===== src/rtl/dfi_refresh_arbiter.sv =====
// DFI command-slot arbiter between the read/write path and a periodic refresh engine.
// Define DFI_REF_BURST_EN to drain a refresh backlog as back-to-back REFs without extra PREAs.
module dfi_refresh_arbiter #(
    parameter int T_REFI       = 6240,
    parameter int T_RP         = 11,
    parameter int T_RFC        = 208,
    parameter int MAX_POSTPONE = 8
) (
    input  logic        core_clk,
    input  logic        core_arstn,
    input  logic        init_done,
    input  logic        rw_valid,
    output logic        rw_ready,
    input  logic [3:0]  rw_cmd,
    input  logic [2:0]  rw_bank,
    input  logic [15:0] rw_addr,
    output logic        cmd_valid,
    output logic [3:0]  cmd,
    output logic [2:0]  cmd_bank,
    output logic [15:0] cmd_addr,
    output logic [3:0]  ref_pending,
    output logic        ref_urgent,
    output logic        ref_overflow
);

    localparam int DLY_MAX = (T_RP > T_RFC) ? T_RP : T_RFC;
    localparam int DLY_W   = $clog2(DLY_MAX) + 1;
    localparam int REFI_W  = $clog2(T_REFI);

    localparam logic [DLY_W-1:0]  RP_LOAD   = DLY_W'((T_RP >= 2) ? T_RP - 2 : 0);
    localparam logic [DLY_W-1:0]  RFC_LOAD  = DLY_W'((T_RFC >= 2) ? T_RFC - 2 : 0);
    localparam logic [REFI_W-1:0] REFI_LAST = REFI_W'(T_REFI - 1);
    localparam logic [3:0]        PEND_MAX  = 4'(MAX_POSTPONE);

    localparam logic [3:0] CMD_NOP  = 4'b0111;
    localparam logic [3:0] CMD_PREA = 4'b0010;
    localparam logic [3:0] CMD_REF  = 4'b0001;

    typedef enum logic [2:0] {IDLE, PREA, WAIT_RP, REF, WAIT_RFC} state_t;

    state_t              state;
    logic [DLY_W-1:0]    dly;
    logic [REFI_W-1:0]   refi_cnt;
    logic                tick;
    logic                refresh_go;
    logic                rp_exit;
    logic                rfc_exit;
    logic                burst_ok;
    logic                ref_issue;
    logic                ovf_set;
    logic [3:0]          pend_nxt;

    // Backlog counter: a tick and a REF in the same cycle cancel out.
    function automatic logic [3:0] sat_pending(input logic [3:0] pend, input logic inc,
                                               input logic dec);
        logic [3:0] nxt;
        nxt = pend;
        if (inc && !dec && pend != PEND_MAX)
            nxt = pend + 4'd1;
        else if (dec && !inc && pend != 4'd0)
            nxt = pend - 4'd1;
        return nxt;
    endfunction

    always_comb begin
        tick       = init_done && (refi_cnt == REFI_LAST);
        refresh_go = ref_urgent || (ref_pending != 4'd0 && !rw_valid);
        rp_exit    = (state == PREA && T_RP == 1) || (state == WAIT_RP && dly == '0);
        rfc_exit   = (state == REF && T_RFC == 1) || (state == WAIT_RFC && dly == '0);
`ifdef DFI_REF_BURST_EN
        // Banks stay precharged after REF, so a backlog can go straight to the next REF.
        burst_ok   = (ref_pending != 4'd0) && (!rw_valid || ref_urgent);
`else
        burst_ok   = 1'b0;
`endif
        ref_issue  = init_done && (rp_exit || (rfc_exit && burst_ok));
        ovf_set    = tick && !ref_issue && (ref_pending == PEND_MAX);
        pend_nxt   = sat_pending(ref_pending, tick, ref_issue);
    end

    assign rw_ready = core_arstn && init_done && (state == IDLE) && !refresh_go;

    always_ff @(posedge core_clk or negedge core_arstn) begin
        if (!core_arstn) begin
            refi_cnt     <= '0;
            ref_pending  <= 4'd0;
            ref_urgent   <= 1'b0;
            ref_overflow <= 1'b0;
        end else if (!init_done) begin
            refi_cnt     <= '0;
            ref_pending  <= 4'd0;
            ref_urgent   <= 1'b0;
        end else begin
            refi_cnt     <= tick ? '0 : refi_cnt + REFI_W'(1);
            ref_pending  <= pend_nxt;
            ref_urgent   <= (pend_nxt == PEND_MAX);
            if (ovf_set)
                ref_overflow <= 1'b1;
        end
    end

    always_ff @(posedge core_clk or negedge core_arstn) begin
        if (!core_arstn) begin
            state     <= IDLE;
            dly       <= '0;
            cmd_valid <= 1'b0;
            cmd       <= CMD_NOP;
            cmd_bank  <= '0;
            cmd_addr  <= '0;
        end else if (!init_done) begin
            state     <= IDLE;
            dly       <= '0;
            cmd_valid <= 1'b0;
            cmd       <= CMD_NOP;
            cmd_bank  <= '0;
            cmd_addr  <= '0;
        end else begin
            cmd_valid <= 1'b0;
            cmd       <= CMD_NOP;
            cmd_bank  <= '0;
            cmd_addr  <= '0;
            if (ref_issue) begin
                state     <= REF;
                cmd_valid <= 1'b1;
                cmd       <= CMD_REF;
            end else begin
                case (state)
                    IDLE: begin
                        if (refresh_go) begin
                            state     <= PREA;
                            cmd_valid <= 1'b1;
                            cmd       <= CMD_PREA;
                            cmd_addr  <= 16'h0400;
                        end else if (rw_valid) begin
                            cmd_valid <= 1'b1;
                            cmd       <= rw_cmd;
                            cmd_bank  <= rw_bank;
                            cmd_addr  <= rw_addr;
                        end
                    end
                    PREA: begin
                        state <= WAIT_RP;
                        dly   <= RP_LOAD;
                    end
                    WAIT_RP: dly <= dly - DLY_W'(1);
                    REF: begin
                        if (rfc_exit) begin
                            state <= IDLE;
                        end else begin
                            state <= WAIT_RFC;
                            dly   <= RFC_LOAD;
                        end
                    end
                    WAIT_RFC: begin
                        if (rfc_exit)
                            state <= IDLE;
                        else
                            dly <= dly - DLY_W'(1);
                    end
                    default: state <= IDLE;
                endcase
            end
        end
    end

endmodule

===== config.mk =====
export PLATFORM = sky130hd
export DESIGN_NAME = dfi_refresh_arbiter
export DESIGN_NICKNAME = d
export VERILOG_FILES = /design/src/rtl/dfi_refresh_arbiter.sv
export SDC_FILE = /design/constraint.sdc
export NUM_CORES = 1
export LEC_CHECK = 0
export ABC_AREA = 1
export CORE_ASPECT_RATIO = 2
export CORE_UTILIZATION = 46
export CTS_CLUSTER_SIZE = 12
export DETAILED_ROUTE_END_ITERATION = 8
export GPL_TIMING_DRIVEN = 0
export PLACE_DENSITY = 0.76
export REMOVE_ABC_BUFFERS = 1
export SLEW_MARGIN = 30
export SYNTH_ARGS = -nofsm -noshare
export SYNTH_HDL_FRONTEND = slang
export SYNTH_SLANG_ARGS = --single-unit

===== constraint.sdc =====
create_clock -name core_clk -period 1.5 [get_ports core_clk]
set_input_delay 0.225 -clock core_clk [delete_from_list [all_inputs] [get_ports core_clk]]
set_output_delay 0.225 -clock core_clk [all_outputs]
set_load 0.005 [all_outputs]

---- Word-level counts from Yosys, hierarchy flattened ----
Cells that the tools add are included.
operators by class
  add/sub/neg operators ................... 4
  multiply operators ...................... 0
  div/mod/pow operators ................... 0
  $lt $le $gt $ge ......................... 0
  eq/ne operators ......................... 15
  shift operators ......................... 0
  multiplexer cells ....................... 37
  bitwise operators ....................... 0
  reductions and logical operators ........ 24
operators with widths
  kind                                               count
  2-to-1 mux 16 bit                                  5
  2-to-1 mux 9 bit                                   4
  case mux 9 bit (4 select lines)                    1
  2-to-1 mux 4 bit                                   8
  2-to-1 mux 3 bit                                   10
  2-to-1 mux 13 bit                                  2
  case mux 3 bit (5 select lines)                    1
  adder 13 x 1 -> 13 bit (second input constant)     1
  == test 13 bit (second input constant)             1
  logical AND 1 bit                                  13
  != test 4 bit (second input constant)              3
  logical NOT 9 bit                                  1
  != test 3 bit (second input constant)              3
  subtractor 9 x 1 -> 9 bit (second input constant)  1
  == test 4 bit (second input constant)              2
  == test 3 x 2 -> 1 bit (second input constant)     2
  2-to-1 mux 1 bit                                   6
  != test 5 x 1 -> 1 bit (second input constant)     1
  adder 4 x 1 -> 4 bit (second input constant)       1
  logical NOT 1 bit                                  4
  AND reduction 4 bit                                1
  nonzero test 4 bit                                 1
  subtractor 4 x 1 -> 4 bit (second input constant)  1
  == test 3 x 1 -> 1 bit (second input constant)     1
  other kinds (6)                                    6
word-level totals
  bits in registers ....................... 55
  bits in latches ......................... 0
  RAM bits ................................ 0
  ROM bits ................................ 0
  input bits .............................. 27
  output and inout port bits .............. 31
  word-level logic and storage cells ...... 90
  memories ................................ 0

---- Longest topological paths before layout ----
Gate-level depths: netlist (run 1).
  word-level depth ........................ 9
  depth in mapped cells ................... 13
  depth with buffers taken out ............ 13

---- Worst setup path after synthesis (run 1) ----
No wires, ideal clock.
  kind .................................... flip-flop to flip-flop
  start ................................... register dly[0]
  end ..................................... register dly[4]
  setup time .............................. 0.128 ns
  arrival time ............................ 1.513 ns
  data required time ...................... 1.372 ns
  path slack .............................. -0.141 ns
  cell stages (with the launch flop) ...... 13
  path buffers ............................ 1
  period minus slack after synthesis ...... 1.641 ns
  cell sequence ........................... dfrtp_1 > inv_1 > ha_1 > nand3_2 > nor2_4 > nand2_1 > o21ai_1 > nand2_2 > nand2_4 > inv_2 > buf_6 > a21oi_2 > nor3_2
between the ends
  word-level cells in the longest chain between the ends .. 5
  elaborated cells on any way between the ends .. 13
  those cells by class .................... add/sub: 1; eq/ne: 3; mux: 4; reduce/logical: 5
ends and longest elaborated chain
  element                                                                      RTL line  text
  start, declared                                                              42        logic [DLY_W-1:0] dly;
  start signal, assigned                                                       145       WAIT_RP: dly <= dly - DLY_W'(1);
  start signal, assigned                                                       158       dly <= dly - DLY_W'(1);
  subtractor 9 x 1 -> 9 bit / logical NOT 9 bit (equally long branches)        n/a
  2-to-1 mux 9 bit / logical AND 1 bit (equally long branches)                 155, 68
  case mux 9 bit (4 select lines) / logical AND 1 bit (equally long branches)  127, 76
  2-to-1 mux 9 bit / != test 2 bit (equally long branches)                     n/a
  2-to-1 mux 9 bit / AND reduction 4 bit (equally long branches)               n/a
Parallel ways exist; a longest one is shown, timed or not. The select of a mux whose other input is x is not followed.
A chain may end at the register's enable or synchronous reset.

---- Worst setup path in the final report (run 1) ----
  start ................................... register refi_cnt[1]
  end ..................................... register ref_urgent
between the ends
  word-level cells in the longest chain between the ends .. 9
  elaborated cells on any way between the ends .. 11
  those cells by class .................... eq/ne: 2; mux: 3; reduce/logical: 6
ends and longest elaborated chain
  element                          RTL line  text
  start, declared                  43        logic [REFI_W-1:0] refi_cnt;
  start signal, assigned           94        refi_cnt <= tick ? '0 : refi_cnt + REFI_W'(1);
  == test 13 bit (*)               66        tick = init_done && (refi_cnt == REFI_LAST);
  logical AND 1 bit (*)            66
  logical NOT 1 bit                60        else if (dec && !inc && pend != 4'd0)
  logical AND 1 bit (2 in series)  60
  2-to-1 mux 4 bit                 60
  2-to-1 mux 4 bit (*)             58        if (inc && !dec && pend != PEND_MAX)
  == test 4 bit (*)                96        ref_urgent <= (pend_nxt == PEND_MAX);
  2-to-1 mux 1 bit (*)             89        end else if (!init_done) begin
  end signal, assigned             96
  end, declared                    22        output logic ref_urgent,
Every way passes the cells marked *; elsewhere a longest branch is shown, timed or not.

==> impl_summary.txt, run 1 <==
----------------------------------------------------
[Run status]
  Result of the run ... finished, violations left
  Violations in the final reports ... negative hold slack, negative setup slack

[STA]
  Shortest period the worst path allows ... 1780 ps
  Worst clock skew on the final layout ... 7.18 ps
  Setup repair after global routing missed its margin ... true
  Pin slew with the least headroom to its limit ... 494 ps
  Worst hold-check slack ... -1.38 ps
  Max Fclk ... 562 MHz
  Final number of max-transition violations ... 0
  Number of hold-slack violations in the final timing report ... 2
  Worst setup slack after layout ... -281 ps
  Share of the cycle needed by the critical path after routing ... 119%
  Worst relative slew slack ... 67.1%
  Number of setup violations in the final report ... 32

[Yosys]
  Syn_area_per_cell ... 8.55 sq um
  Count of yosys warnings during synthesis ... 0
  Flip-flop and latch count after synthesis ... 55
  Mapped cell area ... 0.00276 sq mm
  Number of distinct library cells after synthesis ... 37
  Register area share after synthesis ... 50.0%
  Gate count of the mapped netlist ... 323

[CTS]
  Number of buffers on the longest clock path ... 2
  Clock tree root buffer cell ... sky130_fd_sc_hd__clkbuf_16
  Clk pin slew, worst setup/hold paths ... 70 ps
  # clock sinks ... 55
  Total number of H-tree levels ... 2
  Latest clock arrival within the worst-skew pair ... 300 ps
  TritonCTS Buffers ... 5
  TritonCTS clock tree ... built

[Floorplan]
  I/O pin count ... 58
  Floorplan Core Area ... 0.00576 sq mm
  Effective utilization at floorplan ... 48.0%
  Die outline area ... 0.00634 sq mm
  Die Wd ... 56.8 um
  Vert. Die Dim ... 112 um
  Floorplan row count ... 39

[Drt]
  DRT Wirelength ... 9090 um
  Drt pass-1 iters ... 4
  Avg WL per Cell ... 17.8 um
  Initial DRC count ... 115
  Antenna viol nets, final ... 0
  DR vias/cell ... 5.40
  DR DRC count ... 0
  DR vias ... 2766

[Placement]
  Post-Place Cell Area ... 0.00340 sq mm
  Number of I/O port buffers ... 57
  DP HPWL ... 4740 um
  RD Place Congestion ... 0.808

[Power and ir drop]
  Leakage power summed over all cells ... 0.00218 uW
  Peak supply drop ... 1130 uV
  Power per cell area ... 1370 mW/mm^2

[Final layout]
  Post-route standard cell area excluding fillers ... 0.00443 sq mm
  Filler cell count ... 355
  Ratio of cells with drive above 1 in the final layout ... 38.6%
  Leading cell type in the layout, fill and taps excluded ... sky130_fd_sc_hd__buf_4
  Layout area overhead ... 60.3%
  ANT cells ... 0
  # nets final ... 481
  Most frequent cells in the layout ... sky130_fd_sc_hd__buf_4 (53), sky130_fd_sc_hd__dfrtp_1 (49), sky130_fd_sc_hd__clkdlybuf4s50_1 (45)

[Flow run]
  Max-cap viol count ... 0

[Critical path]
  Type of the setup path with the least slack ... flip-flop to flip-flop
  Req. time, crit path ... 1740 ps
  Crit path launch type ... flip-flop
  Arrival time reported for the critical path endpoint ... 2020 ps
  Type of element capturing the critical path ... flip-flop
  Worst Path Max Fanout ... 5

[GRT]
  Largest net degree at the start of global routing ... 31
  First-pass GRT wire length ... 12900 um
  Number of antenna violations at the first check in global routing ... 0
  Overall track demand over capacity in global routing ... 27.2%
  Remaining global-route overflow ... 0
  Number of global-route vias before repair ... 2872

[Hold path]
  Worst min-delay path class ... primary input to async pin

----------------------------------------------------
==> cell usage after synthesis (all sizes together) <==
cell type	n	area share [%]
xor2	7	2.2
clkinv	1	0.14
a221oi	1	0.32
inv	62	8.4
buf	3	0.77
a31oi	3	0.68
clkbuf	1	0.14
dfrtp	52	47
xnor2	3	0.95
o31ai	1	0.27
or2	1	0.23
o21ai	12	2.2
nand2	54	8.2
and3	1	0.23
o21bai	1	0.27
nand4	7	1.6
o22ai	1	0.23
o221ai	1	0.32
nor3	7	2.0
dfstp	3	2.9
nand3	27	6.7
o2111ai	1	0.32
nor2	59	9.7
ha	4	1.8
a21oi	10	2.2
==> routing by layer <==
metal	share of wire (%)	GRT usage, %
met1	31	23.3
met2	58	51.7
met3	3.4	5.34
met4	7.0	20.8
met5	0	0
==> power by group <==
group          leakage, uW  switching, uW  total, uW  internal [uW]
combinational      0.00138           1600       3010           1400
clock            0.0000710            563       1190            627
sequential        0.000737            165       1870           1700
==> sequential cells by signal, indices dropped and copies added, names as in the netlist <==
register	flops
dly	9
ref_overflow	1
cmd	4
cmd_valid	1
ref_urgent	1
cmd_bank	3
state	3
ref_pending	4
cmd_addr	16
refi_cnt	13
==> kinds of logic after synthesis <==
kind of cell             synth area share (%)
adder cells (fa/ha/maj)                  1.81
flip-flops                               50.0
XOR/XNOR                                 3.17
AO/OA/AOI/OAI                            6.80
AND/OR/NAND/NOR                          28.8
buffers and inverters                    9.47
==> worst paths after layout <==
| kind | start | end | slack, ps | cells after the start |
|---|---|---|---|---|
| max in group asynchronous | core_arstn | ref_pending[3] | 580 | 4 |
| worst max register to register | refi_cnt[1] | ref_urgent | -280 | 11 |
| worst max-delay path | refi_cnt[1] | ref_urgent | -280 | 11 |
| worst min register to register | ref_overflow | ref_overflow | 520 | 1 |
| min in group core_clk | init_done | refi_cnt[4] | 330 | 3 |
| worst min-delay path | core_arstn | dly[0] | -1 | 2 |
==> critical path: stages (launching register included) <==
cell and delay (ps):
sky130_fd_sc_hd__dfrtp_1 420, sky130_fd_sc_hd__ha_4 160, sky130_fd_sc_hd__nand4_1 140, sky130_fd_sc_hd__inv_2 150, sky130_fd_sc_hd__nand3_4 110, sky130_fd_sc_hd__inv_4 110, sky130_fd_sc_hd__nand3_4 110, sky130_fd_sc_hd__nand3_1 140
sky130_fd_sc_hd__nand2_1 60, sky130_fd_sc_hd__nor2_1 110, sky130_fd_sc_hd__nand2_1 80, sky130_fd_sc_hd__nor2_2 130
==> final cells by class <==
cell class	count	area, sq um	share of cell area [%]
tap	61	76.3	1.72
multi-input combinational	203	1470	33.2
clock inverter	2	17.5	0.396
timing repair inverter	1	6.26	0.141
clock buffer	6	129	2.91
timing repair buffer	121	1100	24.8
sequential	55	1380	31.3
inverter	63	249	5.62
==> repair_timing <==
item                       CTS  global route
gates cloned                 1             2
setup buffers               39            22
resized for setup           68            51
hold buffers                 3             0
hold endpoints to repair    22             0
pin swaps                   31            30
setup endpoints to repair   52            50
==> metrics by stage <==
step | worst slack [ps] | TNS, ps | total power, uW | utilization (%) | std cells
floorplan | -87.8 | -1620 | 3020 | - | 319
global placement | -2140 | -110900 | 3520 | 58.8 | 437
detailed placement | -953 | -27600 | 3580 | 59.1 | 438
CTS | -210 | -2270 | 5500 | 70.6 | 489
global route | -390 | -6760 | 6370 | 76.9 | 512
finish | -281 | -3910 | 6070 | 76.9 | 512
Power figures use the tool's default switching activity.
==> inputs of run 2 (changes only) <==
--- a/config.mk
+++ b/config.mk
@@ -12,6 +12,7 @@
 export DETAILED_ROUTE_END_ITERATION = 8
 export GPL_TIMING_DRIVEN = 0
 export PLACE_DENSITY = 0.76
+export RECOVER_POWER = 25
 export REMOVE_ABC_BUFFERS = 1
 export SLEW_MARGIN = 30
 export SYNTH_ARGS = -nofsm -noshare
==> run 2 against run 1 <==
  * The flow finishes with violations (negative setup slack)
  * Non-clock buffer count unchanged
  * First-iteration DRC count decreased by 6.1%
  * Hold slack gained 270 ps
  * Count of clock-buffer cells in the layout stayed put
  * Sequential power about the same
  * Critical path depth decreased by 1
  * Die area did not move
  * Clock skew hardly changed
  * Flip-flop and latch count is the same
  * Power decreased by 0.31%
  * Maximum frequency about the same
  * Highest routed layer unchanged
==> impl_summary.txt, run 2 (same netlist as run 1, synthesis figures left out) <==
----------------------------------------------------
[CTS]
  Latest clock arrival within the worst-skew pair ... 300 ps (about the same)
  Clock tree root buffer cell ... sky130_fd_sc_hd__clkbuf_16
  Clk pin slew, worst setup/hold paths ... 70 ps (about the same)
  Total number of H-tree levels ... 2 (unchanged)
  TritonCTS Buffers ... 5 (unchanged)
  TritonCTS clock tree ... built
  # clock sinks ... 55 (unchanged)
  Number of buffers on the longest clock path ... 2 (unchanged)

[Final layout]
  Largest regs ... cmd_addr: 16 flops, refi_cnt: 13 flops, dly: 9 flops
  Leading cell type in the layout, fill and taps excluded ... sky130_fd_sc_hd__buf_4
  Core utilization of the finished layout ... 76.3% (-0.59 points)
  ANT cells ... 0 (unchanged)
  Layout Cells excl Fill ... 512 (unchanged)
  Post-route standard cell area excluding fillers ... 0.00439 sq mm (-0.76%)
  # nets final ... 481 (unchanged)
  Layout area overhead ... 59.1%
  Ratio of cells with drive above 1 in the final layout ... 37.9% (-0.67 points)
  Most frequent cells in the layout ... sky130_fd_sc_hd__buf_4 (52), sky130_fd_sc_hd__dfrtp_1 (49), sky130_fd_sc_hd__clkdlybuf4s50_1 (45)
  Number of flip-flops under the largest register name ... 16 (unchanged)
  Multi-input logic area ... 0.00147 sq mm (unchanged)
  Register with the most flip-flops ... cmd_addr
  Sequential cell area ... 0.00138 sq mm (unchanged)
  Filler cell count ... 359 (+1.1%)

[Floorplan]
  Die Wd ... 56.8 um (unchanged)
  Effective utilization at floorplan ... 48.0% (unchanged)
  Floorplan Core Area ... 0.00576 sq mm (unchanged)
  Vert. Die Dim ... 112 um (unchanged)
  I/O pin count ... 58 (unchanged)
  Floorplan row count ... 39 (unchanged)
  Die outline area ... 0.00634 sq mm (unchanged)

[Power and ir drop]
  Peak supply drop ... 1130 uV (-0.17%)
  Total power after layout ... 6050 uW (-0.31%)
  Leakage power summed over all cells ... 0.00216 uW (-0.89%)
  Power per cell area ... 1380 mW/mm^2 (+0.46%)

[Placement]
  Number of cells in the design after placement ... 438 (unchanged)
  Number of I/O port buffers ... 57 (unchanged)
  RD Place Congestion ... 0.808 (unchanged)
  DP HPWL ... 4740 um (unchanged)
  Post-Place Cell Area ... 0.00340 sq mm (unchanged)

[Drt]
  DR DRC count ... 0 (unchanged)
  DR vias ... 2770 (+0.14%)
  DRT Wirelength ... 9070 um (-0.25%)
  Antenna viol nets, final ... 0 (unchanged)
  Initial DRC count ... 108 (-6.1%)
  DR vias/cell ... 5.41 (+0.14%)
  Avg WL per Cell ... 17.7 um (-0.25%)
  Drt pass-1 iters ... 4 (unchanged)

[Critical path]
  Crit path launch type ... flip-flop
  Type of element capturing the critical path ... flip-flop
  Type of the setup path with the least slack ... flip-flop to flip-flop
  Arrival time reported for the critical path endpoint ... 2020 ps (about the same)
  Req. time, crit path ... 1730 ps (about the same)
  Worst Path Max Fanout ... 4 (-1)
  Worst R2R Path Depth ... 10 (-1)

[GRT]
  Overall track demand over capacity in global routing ... 27.2% (unchanged)
  Largest net degree at the start of global routing ... 31 (unchanged)
  Remaining global-route overflow ... 0 (unchanged)
  Number of antenna violations at the first check in global routing ... 0 (unchanged)
  First-pass GRT wire length ... 12900 um (unchanged)
  Number of global-route vias before repair ... 2872 (unchanged)

[STA]
  Pin slew with the least headroom to its limit ... 1190 ps (+701 ps)
  Worst relative slew slack ... 20.4% (-47 points)
  Final number of max-transition violations ... 0 (unchanged)
  Shortest period the worst path allows ... 1780 ps (+1.29 ps)
  Worst clock skew on the final layout ... 7.41 ps (+0.236 ps)
  Worst setup slack after layout ... -282 ps (-1.29 ps)
  Max Fclk ... 561 MHz (about the same)
  Setup repair after global routing missed its margin ... true
  Share of the cycle needed by the critical path after routing ... 119% (about the same)
  Number of hold-slack violations in the final timing report ... 0 (-2)
  Number of setup violations in the final report ... 31 (-3.1%)

[Flow run]
  Max-cap viol count ... 0 (unchanged)

[Run status]
  Result of the run ... finished, violations left
  Violations in the final reports ... negative setup slack

[Hold path]
  Worst min-delay path class ... primary input to async pin

----------------------------------------------------
run 2: changes by cell type in the layout (fill, tap and decap cells not counted):
cell                       before  now
sky130_fd_sc_hd__clkbuf_4       0    1
sky130_fd_sc_hd__buf_12         2    0
sky130_fd_sc_hd__clkbuf_1       1    4
sky130_fd_sc_hd__buf_2          2    1
sky130_fd_sc_hd__buf_4         53   52
run 2: metal layers:
| metal | share of wire, % | vias up | routed length [um] | GRT usage (%) |
|---|---|---|---|---|
| li1 | - | 1273 | - | - |
| met1 | 31 | 1347 | 2820 | 23.3 |
| met2 | 58 | 99 | 5280 | 51.7 |
| met3 | 3.5 | 51 | 316 | 5.34 |
| met4 | 7.2 | 0 | 653 | 20.8 |
| met5 | 0 | - | 0 | 0 |
run 2: worst paths after layout:
| path | startpoint | to | slack, ps |
|---|---|---|---|
| max | state[0] | ref_urgent | -280 |
| min | core_arstn | dly[0] | 270 |
| max reg2reg | state[0] | ref_urgent | -280 |
| min reg2reg | ref_overflow | ref_overflow | 520 |
| max in group asynchronous | core_arstn | ref_pending[3] | 160 |
| min in group core_clk | init_done | refi_cnt[4] | 330 |
run 2: report_power, final:
| part | switching, uW | internal (uW) |
|---|---|---|
| clock | 560 | 627 |
| combinational | 1600 | 1390 |
| sequential | 164 | 1700 |
| total | 2320 | 3720 |
run 2: stage by stage:
stage	setup TNS, ps	setup WS [ps]	hold slack (ps)
3_3_place_gp	-110900	-2140	469
4_1_cts	-2270	-210	316
2_1_floorplan	-1620	-87.8	-70.6
3_5_place_dp	-27600	-953	141
5_1_grt	-6810	-390	351
6_report	-3820	-282	268
run 2: repair_timing:
action / 4_1_cts / 5_1_grt
pin swaps: 31 / 30
setup buffers: 39 / 22
hold buffers: 3 / 0
endpoints found under the hold margin: 22 / 0
resized for setup: 68 / 51
cloned: 1 / 2
setup endpoints to repair: 52 / 50
run 2: cell type report:
class | count | share of cell area, %
timing repair inverter | 1 | 0.142
multi-input combinational | 203 | 33.4
clock buffer | 6 | 2.93
timing repair buffer | 121 | 24.2
sequential | 55 | 31.5
clock inverter | 2 | 0.399
inverter | 63 | 5.67
tap | 61 | 1.74
run 2: worst max-delay path, stage by stage, from the launching register on:
cell	delay [ps]
sky130_fd_sc_hd__dfrtp_1	420
sky130_fd_sc_hd__nor3_4	230
sky130_fd_sc_hd__buf_6	150
sky130_fd_sc_hd__nand2_2	60
sky130_fd_sc_hd__nor2_4	190
sky130_fd_sc_hd__nand3_2	140
sky130_fd_sc_hd__nand3_1	130
sky130_fd_sc_hd__nand2_1	60
sky130_fd_sc_hd__nor2_1	110
sky130_fd_sc_hd__nand2_1	80
sky130_fd_sc_hd__nor2_2	130
